===== src/rtl/seg_pkg.sv =====
// Shared constants and types for the BCD converter and the seven-segment display driver.
package seg_pkg;
  localparam int          BCD_DIGITS = 4;
  localparam int          BCD_W      = 16;
  localparam int          BCD_MAX    = 9999;
  localparam logic [15:0] BCD_SAT    = 16'h9999;

  typedef enum logic {IDLE, SHIFT} state_e;
endpackage


===== src/rtl/bcd_digit_adj.sv =====
// Double-dabble digit correction: add 3 when the nibble is 5 or more.
module bcd_digit_adj (
  input  logic [3:0] d_i,
  output logic [3:0] d_o
);
  // Result is truncated to 4 bits; it only wraps for saturated inputs.
  assign d_o = (d_i >= 4'd5) ? d_i + 4'd3 : d_i;
endmodule


===== src/rtl/bin_to_bcd_seq.sv =====
// Iterative binary to 4-digit BCD converter, saturating at 9999.
module bin_to_bcd_seq
  import seg_pkg::*;
#(
  parameter int BIN_W = 14
) (
  input  logic             clk,
  input  logic             rst_n,
  input  logic [BIN_W-1:0] bin_in,
  input  logic             start,
  output logic             busy,
  output logic             done,
  output logic             overflow,
  output logic [BCD_W-1:0] bcd_out
);
  localparam int SR_W  = BCD_W + BIN_W;
  localparam int CNT_W = (BIN_W > 1) ? $clog2(BIN_W) : 1;

  state_e             state_q, state_d;
  logic [SR_W-1:0]    sr_q, sr_d;
  logic [CNT_W-1:0]   cnt_q, cnt_d;
  logic               ovf_pend_q, ovf_pend_d;
  logic [BCD_W-1:0]   bcd_q, bcd_d;
  logic               ovf_q, ovf_d;
  logic               done_q, done_d;

  logic [BCD_W-1:0]   bcd_adj;
  logic [SR_W-1:0]    sr_adj, sr_shift;
  logic               in_ovf;

  // One corrector per BCD digit, acting on the upper field of the shift register.
  for (genvar g = 0; g < BCD_DIGITS; g++) begin : g_adj
    bcd_digit_adj u_adj (
      .d_i (sr_q[BIN_W + 4*g +: 4]),
      .d_o (bcd_adj[4*g +: 4])
    );
  end

  assign sr_adj   = {bcd_adj, sr_q[BIN_W-1:0]};
  assign sr_shift = {sr_adj[SR_W-2:0], 1'b0};

  // Narrow inputs cannot exceed 9999, so the comparator is only built at full width.
  if (BIN_W >= 14) begin : g_ovf
    assign in_ovf = (32'(bin_in) > 32'(BCD_MAX));
  end else begin : g_no_ovf
    assign in_ovf = 1'b0;
  end

  // Next-state logic: accept in IDLE, iterate in SHIFT, publish on the final shift.
  always_comb begin
    state_d    = state_q;
    sr_d       = sr_q;
    cnt_d      = cnt_q;
    ovf_pend_d = ovf_pend_q;
    bcd_d      = bcd_q;
    ovf_d      = ovf_q;
    done_d     = 1'b0;
    case (state_q)
      IDLE: begin
        if (start) begin
          state_d    = SHIFT;
          sr_d       = {{BCD_W{1'b0}}, bin_in};
          cnt_d      = CNT_W'(BIN_W - 1);
          ovf_pend_d = in_ovf;
        end
      end
      SHIFT: begin
        sr_d  = sr_shift;
        cnt_d = cnt_q - CNT_W'(1);
        if (cnt_q == '0) begin
          state_d = IDLE;
          bcd_d   = ovf_pend_q ? BCD_SAT : sr_shift[BIN_W +: BCD_W];
          ovf_d   = ovf_pend_q;
          done_d  = 1'b1;
        end
      end
      default: state_d = IDLE;
    endcase
  end

  // State register; reset clears everything including any result in flight.
  always_ff @(posedge clk or negedge rst_n) begin
    if (!rst_n) begin
      state_q    <= IDLE;
      sr_q       <= '0;
      cnt_q      <= '0;
      ovf_pend_q <= 1'b0;
      bcd_q      <= '0;
      ovf_q      <= 1'b0;
      done_q     <= 1'b0;
    end else begin
      state_q    <= state_d;
      sr_q       <= sr_d;
      cnt_q      <= cnt_d;
      ovf_pend_q <= ovf_pend_d;
      bcd_q      <= bcd_d;
      ovf_q      <= ovf_d;
      done_q     <= done_d;
    end
  end

  assign busy     = (state_q == SHIFT);
  assign done     = done_q;
  assign overflow = ovf_q;
  assign bcd_out  = bcd_q;
endmodule


===== config.mk =====
export PLATFORM = sky130hd
export DESIGN_NAME = bin_to_bcd_seq
export DESIGN_NICKNAME = d
export VERILOG_FILES = /design/src/rtl/seg_pkg.sv /design/src/rtl/bcd_digit_adj.sv /design/src/rtl/bin_to_bcd_seq.sv
export SDC_FILE = /design/constraint.sdc
export NUM_CORES = 1
export LEC_CHECK = 0
export ABC_AREA = 1
export ABC_CLOCK_PERIOD_IN_PS = 2400
export CAP_MARGIN = 20
export CORE_MARGIN = 2
export CORE_UTILIZATION = 58
export CTS_CLUSTER_SIZE = 8
export DETAILED_ROUTE_END_ITERATION = 6
export PLACE_DENSITY = 0.85
export REMOVE_ABC_BUFFERS = 1
export SYNTH_ARGS = -nofsm -noshare
export SYNTH_HDL_FRONTEND = slang
export SYNTH_SLANG_ARGS = --single-unit

===== constraint.sdc =====
create_clock -name clk -period 2.4 [get_ports clk]
set_input_delay 0.36 -clock clk [delete_from_list [all_inputs] [get_ports clk]]
set_output_delay 0.36 -clock clk [all_outputs]
set_load 0.03 [all_outputs]

; ---- Word-level counts from Yosys, hierarchy flattened
; Cells that the tools add are included.
[word_totals]
input_bits = 17
regBits = 54
out_inout_bits = 19
[classes]
n_addsub = 5
n_bitwise = 1
n_eq_ne = 1
n_lt_le_gt_ge = 5
mux = 14
reduce_logical = 3
[op_table]
columns = cell, n
row1 = 30-bit one-hot mux with 2 select lines, 1
row2 = 30-bit two-way mux, 1
row3 = "4-bit by 3-bit >= comparator with 1-bit output, second input constant", 4
row4 = 16-bit two-way mux, 1
row5 = 4-bit two-way mux, 4
row6 = "14-bit greater-than comparator, second input constant", 1
row7 = "4-bit by 2-bit adder with 4-bit output, second input constant", 3
row8 = 4-bit one-hot mux with 2 select lines, 1
row9 = 4-bit zero test, 1
row10 = 1-bit two-way mux, 4
row11 = 2-bit AND reduction, 2
row12 = "4-bit by 1-bit subtractor with 4-bit output, second input constant", 1
row13 = "3-bit by 2-bit adder with 3-bit output, second input constant", 1
row14 = 3-bit two-way mux, 1
row15 = "2-bit inequality test, second input constant", 1
row16 = 1-bit one-hot mux with 2 select lines, 1
row17 = 1-bit NOT, 1

; ---- Logic depth before layout (Yosys ltp)
; Gate-level depths: netlist of run 1.
[depth]
ltp_word = 3
depth_mapped = 10

; ---- Cells and area by module
; From an unflattened synthesis of run 1, not the netlist that was laid out.
[hier_totals]
hier_cells = 316
area_unflattened_um2 = 2777.7
[by_module_without_submodules]
columns = mod, seq_area_each_um2, n_inst, cells_each, area_each_um2
row1 = bin_to_bcd_seq, 1351.3, 1, 224, 2237.1
row2 = bcd_digit_adj, 0.0, 4, 23, 135.1

; ---- Worst setup path after synthesis of run 1
; Ideal clock, no wire load.
[synth_timing]
kind = register to register
from = register cnt_q[0]
to = register bcd_q[4], in the netlist bcd_out[4]
path_buffers = 1
path_slack_ns = 1.049
path_stages_with_launch = 11
period_less_slack_ns = 1.351
t_arrival_ns = 1.239
cell_sequence = dfrtp_1 -> inv_1 -> ha_1 -> nand2_1 -> inv_2 -> nand2_4 -> inv_2 -> buf_6 -> or2_1 -> nand2_1 -> inv_1
[synth_between]
elab_chain_len = 2
[synth_rtl]
columns = element, line
row1 = from (decl), bin_to_bcd_seq.sv:21  ; logic [CNT_W-1:0] cnt_q, cnt_d;
row2 = from (signal assigned), bin_to_bcd_seq.sv:94  ; cnt_q <= cnt_d;
row3 = 4-bit zero test, bin_to_bcd_seq.sv:70  ; if (cnt_q == '0) begin
row4 = 2-bit AND reduction (no source line), -
row5 = to (signal assigned), bin_to_bcd_seq.sv:88  ; bcd_q <= '0;
row6 = to (signal assigned), bin_to_bcd_seq.sv:96  ; bcd_q <= bcd_d;
row7 = to (decl), bin_to_bcd_seq.sv:23  ; logic [BCD_W-1:0] bcd_q, bcd_d;
; Every way passes these cells.
; A chain may end at the register's enable or synchronous reset.

; ---- Final worst setup path of run 1
[layout_timing]
from = register state_q, in the netlist busy
to = output busy
[layout_rtl]
columns = element, line
row1 = from (decl), bin_to_bcd_seq.sv:19  ; state_e state_q, state_d;
row2 = from (signal assigned), bin_to_bcd_seq.sv:92  ; state_q <= state_d;
row3 = to (decl), bin_to_bcd_seq.sv:11  ; output logic busy,
; No word-level cell between the ends.

==> flow_metrics.py, run 1 <==
metrics = {
    "timing": {
        "hold_violations": 0,
        "fmax_mhz": 550,
        "worst_pin_slew_ns": 0.364,
        "min_period_ns": 1.82,
        "final_max_slew_viol_count": 0,
        "timing.setup.tns_ns": 0,
        "clock_skew_ns": 0.00505,
        "timing.final.ws_setup_ns": 0.583,
        "relSlewSlack_pct": 75.7,
        "rsz0062_at_grt": "false",
        "setup_viol": 0,
        "period_share_pct": 75.7,
    },
    "synth": {
        "synth.yosys.seq_area_share_pct": 51.8,
        "synth_area_um2": 2610,
        "synth_warnings": 0,
        "ys_types": 23,
        "ys_seq_elements": 54,
        "syn_area_per_cell_um2": 8.33,
        "synth_cells": 313,
    },
    "grt": {
        "grt_pass1_wl_mm": 8.98,
        "antenna_found_initial": 0,
        "grt_remaining_overflow": 0,
        "grt_pass1_vias": 2052,
        "grt_max_degree": 55,
        "grt_usage_pct": 22.8,
    },
    "drt": {
        "vias": 2137,
        "via_per_inst": 5.32,
        "wl_per_cell_um": 13.0,
        "final_antenna_net_count": 0,
        "drtPass1Iterations": 4,
        "remaining_drc_errors": 0,
        "routed_wl_mm": 5.23,
        "drt_iter0_drc": 160,
    },
    "floorplan": {
        "start_util_pct": 59.9,
        "io_pins": 36,
        "die_h_um": 71.1,
        "row_count": 24,
        "dieArea_um2": 5050,
        "coreArea_um2": 4350,
        "die_w_um": 71.1,
    },
    "worst_setup_path": {
        "startpoint_type": "register",
        "crit_type": "register to output port",
        "crit_path_max_fanout": 4,
        "slowest_delay_ns": 0.70,
        "cp.arrival_ns": 1.46,
        "slowest_stage": "clkdlybuf4s50_1",
        "cp_num_buf_inv": 1,
        "critical-path-top-delay-family": "buffers and inverters",
        "end_kind": "output port",
        "worstPathRequired_ns": 2.04,
        "crit_chain": "clkdlybuf4s50_1",
    },
    "placed_design": {
        "port_buffers": 35,
        "dp_slack_ns": 0.691,
        "hpwl_mm": 3.68,
        "dpl-instance-area_um2": 3000,
        "place_congestion": 0.802,
    },
    "finish": {
        "area_delta_synth_final_pct": 18.1,
        "layout_common_cells": "100 x nand2_1, 54 x dfrtp_1, 42 x inv_1",
        "antenna_cells": 0,
        "sequential_cell_area_um2": 1350,
        "stdcell_area_um2": 3080,
        "nets": 377,
        "multiInputGateArea_um2": 1030,
        "layout_commonest_cell": "nand2_1",
        "drive_above_1_share_pct": 5.71,
        "nFillCells": 337,
    },
    "clocking": {
        "numCtsBuffers": 5,
        "htreeDepth": 2,
        "clock-sinks": 54,
        "cts_tree": "yes",
        "path_clk_slew_ns": 0.09,
        "post-cts-setup-buffers": 0,
        "cts_hold_repair.buffers": 0,
        "insertion_delay_ns": 0.31,
        "clockRootBuffer": "clkbuf_8",
        "post_cts_resized": 0,
        "clock_path_buffers": 2,
    },
    "worst_hold_path": {
        "hold_class": "input port to asynchronous set/reset pin",
    },
    "power": {
        "power_leakage_nw": 1.58,
        "peakVddDrop_mv": 0.869,
        "power_density_nw_per_um2": 1440,
    },
    "job": {
        "max-cap-violations": 0,
    },
    "run_status": {
        "status": "complete, no violations",
    },
}
[metrics by stage]
stage	power, mW	hold WS (ns)	utilization [%]	cells
6_report	4.43	0.0318	70.7	402
4_1_cts	4.45	0.0393	70.7	402
5_1_grt	4.81	0.0391	70.7	402
3_3_place_gp	3.84	0.375	68.9	395
3_5_place_dp	3.96	0.375	68.9	395
2_1_floorplan	3.19	0.0644	-	305
[flip-flops by register name, summed over array words and instances (netlist names)]
signal / flops
sr_q: 30
bcd_out: 16
cnt_q: 4
busy: 1
done: 1
overflow: 1
ovf_pend_q: 1
[path summary, 6_finish.rpt]
kind                             start          end  slack [ns]  cells after the start
max                               busy         busy        0.58                      1
min                              rst_n   bcd_out[8]        0.03                      2
max reg2reg                       busy   bcd_out[4]        0.76                      8
min reg2reg                bcd_out[13]  bcd_out[13]        0.49                      2
max in group asynchronous        rst_n   bcd_out[4]        2.14                      2
min in group clk           bcd_out[13]  bcd_out[13]        0.49                      2
[where the power goes]
part | leakage [nW] | switching, mW | internal [mW]
clock | 0.0438 | 0.285 | 0.197
sequential | 0.660 | 0.263 | 1.35
combinational | 0.875 | 1.47 | 0.866
[metal layers]
| layer | up-vias | GRT usage (%) | wire, um |
|---|---|---|---|
| li1 | 1070 | - | - |
| met1 | 1008 | 28.1 | 2360 |
| met2 | 51 | 39.1 | 2520 |
| met3 | 8 | 5.27 | 261 |
| met4 | 0 | 8.81 | 82 |
| met5 | - | 0 | 0 |
[layout make-up]
cell class                      instances  area share [%]
Tap cell                               52            2.11
Multi-Input combinational cell        205            33.5
Clock inverter                          2           0.325
Clock buffer                            5            2.23
Inverter                               46            5.61
Sequential cell                        54            43.9
Timing Repair Buffer                   38            12.3
[logic make-up after synthesis]
logic type	count (synthesis)	share of synthesized area, %
AND/OR/NAND/NOR	156	25.6
buffers and inverters	54	8.59
flip-flops	54	51.8
AO/OA/AOI/OAI	39	9.21
adder cells (fa/ha/maj)	10	4.80
[Yosys cell counts]
library cell | instances | share of area (%)
or2_2 | 1 | 0.24
ha_1 | 10 | 4.8
o21ai_0 | 16 | 3.1
or2_1 | 2 | 0.48
o211ai_1 | 4 | 1.2
a21oi_1 | 5 | 0.96
nand3_1 | 30 | 5.8
clkbuf_1 | 1 | 0.14
nand2_1 | 100 | 14
nor2_1 | 16 | 2.3
dfrtp_1 | 54 | 52
buf_6 | 2 | 0.86
nand2_2 | 1 | 0.24
nor2_8 | 1 | 0.77
nor2_2 | 1 | 0.24
a22oi_1 | 2 | 0.58
nand2_4 | 1 | 0.43
o221ai_1 | 6 | 2.0
inv_1 | 42 | 6.0
o22ai_1 | 6 | 1.4
nand4_1 | 3 | 0.72
inv_2 | 4 | 0.58
buf_2 | 5 | 0.96
Power figures use the tool's default switching activity.
==> inputs of run 2 (changes only) <==
--- a/config.mk
+++ b/config.mk
@@ -6,13 +6,13 @@
 export NUM_CORES = 1
 export LEC_CHECK = 0
 export ABC_AREA = 1
-export ABC_CLOCK_PERIOD_IN_PS = 2400
+export ABC_CLOCK_PERIOD_IN_PS = 1800
 export CAP_MARGIN = 20
 export CORE_MARGIN = 2
-export CORE_UTILIZATION = 58
+export CORE_UTILIZATION = 54
 export CTS_CLUSTER_SIZE = 8
 export DETAILED_ROUTE_END_ITERATION = 6
-export PLACE_DENSITY = 0.85
+export PLACE_DENSITY = 0.8
 export REMOVE_ABC_BUFFERS = 1
 export SYNTH_ARGS = -nofsm -noshare
 export SYNTH_HDL_FRONTEND = slang
==> constraint.sdc (replaced) <==
create_clock -name clk -period 1.8 [get_ports clk]
set_input_delay 0.27 -clock clk [delete_from_list [all_inputs] [get_ports clk]]
set_output_delay 0.27 -clock clk [all_outputs]
set_load 0.03 [all_outputs]
==> run 2 against run 1 <==
  * Clock skew grew 0.0071 ns
  * Non-clock buffer count increased by 5
  * Clock power is 56% higher
  * Combinational power is 35% higher
  * Flip-flop and latch count unchanged
  * Design area increased by 2.2%
  * Sequential share of layout area fell by 0.96 points
  * First-iteration DRC count is 37% lower
  * Final cell count grew 2.0%
  * Highest routed layer unchanged
==> flow_metrics.py, run 2 (synthesis results as in run 1) <==
metrics = {
    "grt": {
        "antenna_found_initial": 0,
        "grt_pass1_vias": 2074,
        "grt_remaining_overflow": 0,
        "grt_pass1_wl_mm": 9.44,
        "grt_max_degree": 55,
        "grt_usage_pct": 22.8,
    },
    "timing": {
        "rsz0062_at_grt": "false",
        "period_share_pct": 95.1,
        "clock_skew_ns": 0.0122,
        "timing.setup.tns_ns": 0,
        "relSlewSlack_pct": 76.7,
        "worst_pin_slew_ns": 0.348,
        "timing.final.ws_setup_ns": 0.0875,
        "hold_violations": 0,
        "final_max_slew_viol_count": 0,
        "min_period_ns": 1.71,
        "setup_viol": 0,
        "fmax_mhz": 584,
    },
    "clocking": {
        "post-cts-setup-buffers": 0,
        "clock-sinks": 54,
        "insertion_delay_ns": 0.32,
        "numCtsBuffers": 5,
        "clockRootBuffer": "clkbuf_8",
        "clock_path_buffers": 2,
        "cts_tree": "yes",
        "path_clk_slew_ns": 0.10,
        "htreeDepth": 2,
    },
    "drt": {
        "route.top_layer_used": "met4",
        "wl_met1_mm": 2.42,
        "routed_wl_mm": 5.32,
        "vias": 2183,
        "remaining_drc_errors": 0,
        "drt_iter0_drc": 101,
        "wl_per_cell_um": 13.0,
        "met2_length_mm": 2.58,
        "via_per_inst": 5.32,
        "drtPass1Iterations": 4,
        "final_antenna_net_count": 0,
        "met3_length_um": 251,
    },
    "floorplan": {
        "die_h_um": 73.5,
        "die_w_um": 73.5,
        "row_count": 25,
        "start_util_pct": 55.6,
        "io_pins": 36,
        "coreArea_um2": 4690,
        "dieArea_um2": 5400,
    },
    "worst_setup_path": {
        "cp.arrival_ns": 1.44,
        "cp_num_buf_inv": 1,
        "critical-path-top-delay-family": "buffers and inverters",
        "crit_type": "register to output port",
        "end_kind": "output port",
        "slowest_delay_ns": 0.72,
        "startpoint_type": "register",
        "crit_path_max_fanout": 4,
        "slowest_stage": "clkdlybuf4s50_1",
        "worstPathRequired_ns": 1.53,
        "crit_chain": "clkdlybuf4s50_1",
    },
    "placed_design": {
        "dp_slack_ns": 0.289,
        "dpl-instance-area_um2": 3030,
        "place_inst": 401,
        "port_buffers": 35,
        "hpwl_mm": 3.71,
        "place_congestion": 0.804,
    },
    "job": {
        "max-cap-violations": 0,
    },
    "worst_hold_path": {
        "hold_class": "input port to asynchronous set/reset pin",
    },
    "finish": {
        "nets": 382,
        "largest_reg_flops": 30,
        "drive_above_1_share_pct": 7.02,
        "multiInputGateArea_um2": 1030,
        "max_flop_register": "sr_q",
        "stdcell_area_um2": 3150,
        "sequential_cell_area_um2": 1350,
        "layout_common_cells": "100 x nand2_1, 54 x dfrtp_1, 42 x inv_1",
        "nFillCells": 389,
        "layout_commonest_cell": "nand2_1",
        "stdcell_count": 410,
        "antenna_cells": 0,
        "area_delta_synth_final_pct": 20.8,
    },
    "power": {
        "power_leakage_nw": 1.61,
        "peakVddDrop_mv": 0.881,
        "power_density_nw_per_um2": 1920,
    },
    "run_status": {
        "status": "complete, no violations",
    },
}
-- run 2: cell count changes in the layout (fill, tap and decap cells not counted), sizes merged --
| cell | before | now |
|---|---|---|
| clkbuf | 5 | 7 |
| buf | 4 | 8 |
| dlygate4sd3 | 0 | 1 |
| clkinv | 2 | 1 |
-- run 2: per-layer routing --
| metal | vias up | global-route usage (%) |
|---|---|---|
| li1 | 1081 | - |
| met1 | 1041 | 29.9 |
| met2 | 55 | 37.3 |
| met3 | 6 | 5.21 |
| met4 | 0 | 7.88 |
| met5 | - | 0 |
-- run 2: final cells by class --
class,instances,share of cell area [%]
Multi-Input combinational cell,205,32.8
Timing Repair Buffer,43,13.3
Inverter,46,5.48
Clock buffer,7,3.06
Sequential cell,54,42.9
Tap cell,54,2.15
Clock inverter,1,0.278
-- run 2: power by group --
| part | switching (mW) | internal (mW) |
|---|---|---|
| Clock | 0.400 | 0.353 |
| Sequential | 0.341 | 1.80 |
| Combinational | 1.97 | 1.20 |
| Total | 2.71 | 3.35 |
-- run 2: repair_timing --
item | in CTS | in global routing
hold buffers | 1 | 0
resized for setup | 0 | 0
endpoints found under the hold margin | 54 | 0
-- run 2: path summary, 6_finish.rpt --
path,end,cells past startpoint,from,slack [ns]
min reg2reg,bcd_out[1],2,bcd_out[1],0.49
max in group asynchronous,sr_q[15],3,rst_n,1.07
max reg2reg,bcd_out[4],9,cnt_q[0],0.26
min,sr_q[19],3,rst_n,0.46
min in group clk,bcd_out[1],2,bcd_out[1],0.49
max,busy,1,busy,0.09
-- run 2: through the flow --
| step | hold slack [ns] | power, mW | utilization (%) |
|---|---|---|---|
| global route | 0.506 | 6.63 | 67.1 |
| finish | 0.464 | 6.06 | 67.1 |
| CTS | 0.489 | 6.08 | 67.1 |
| floorplan | -0.0256 | 4.25 | - |
| global placement | 0.285 | 5.21 | 64.7 |
| detailed placement | 0.286 | 5.32 | 64.7 |
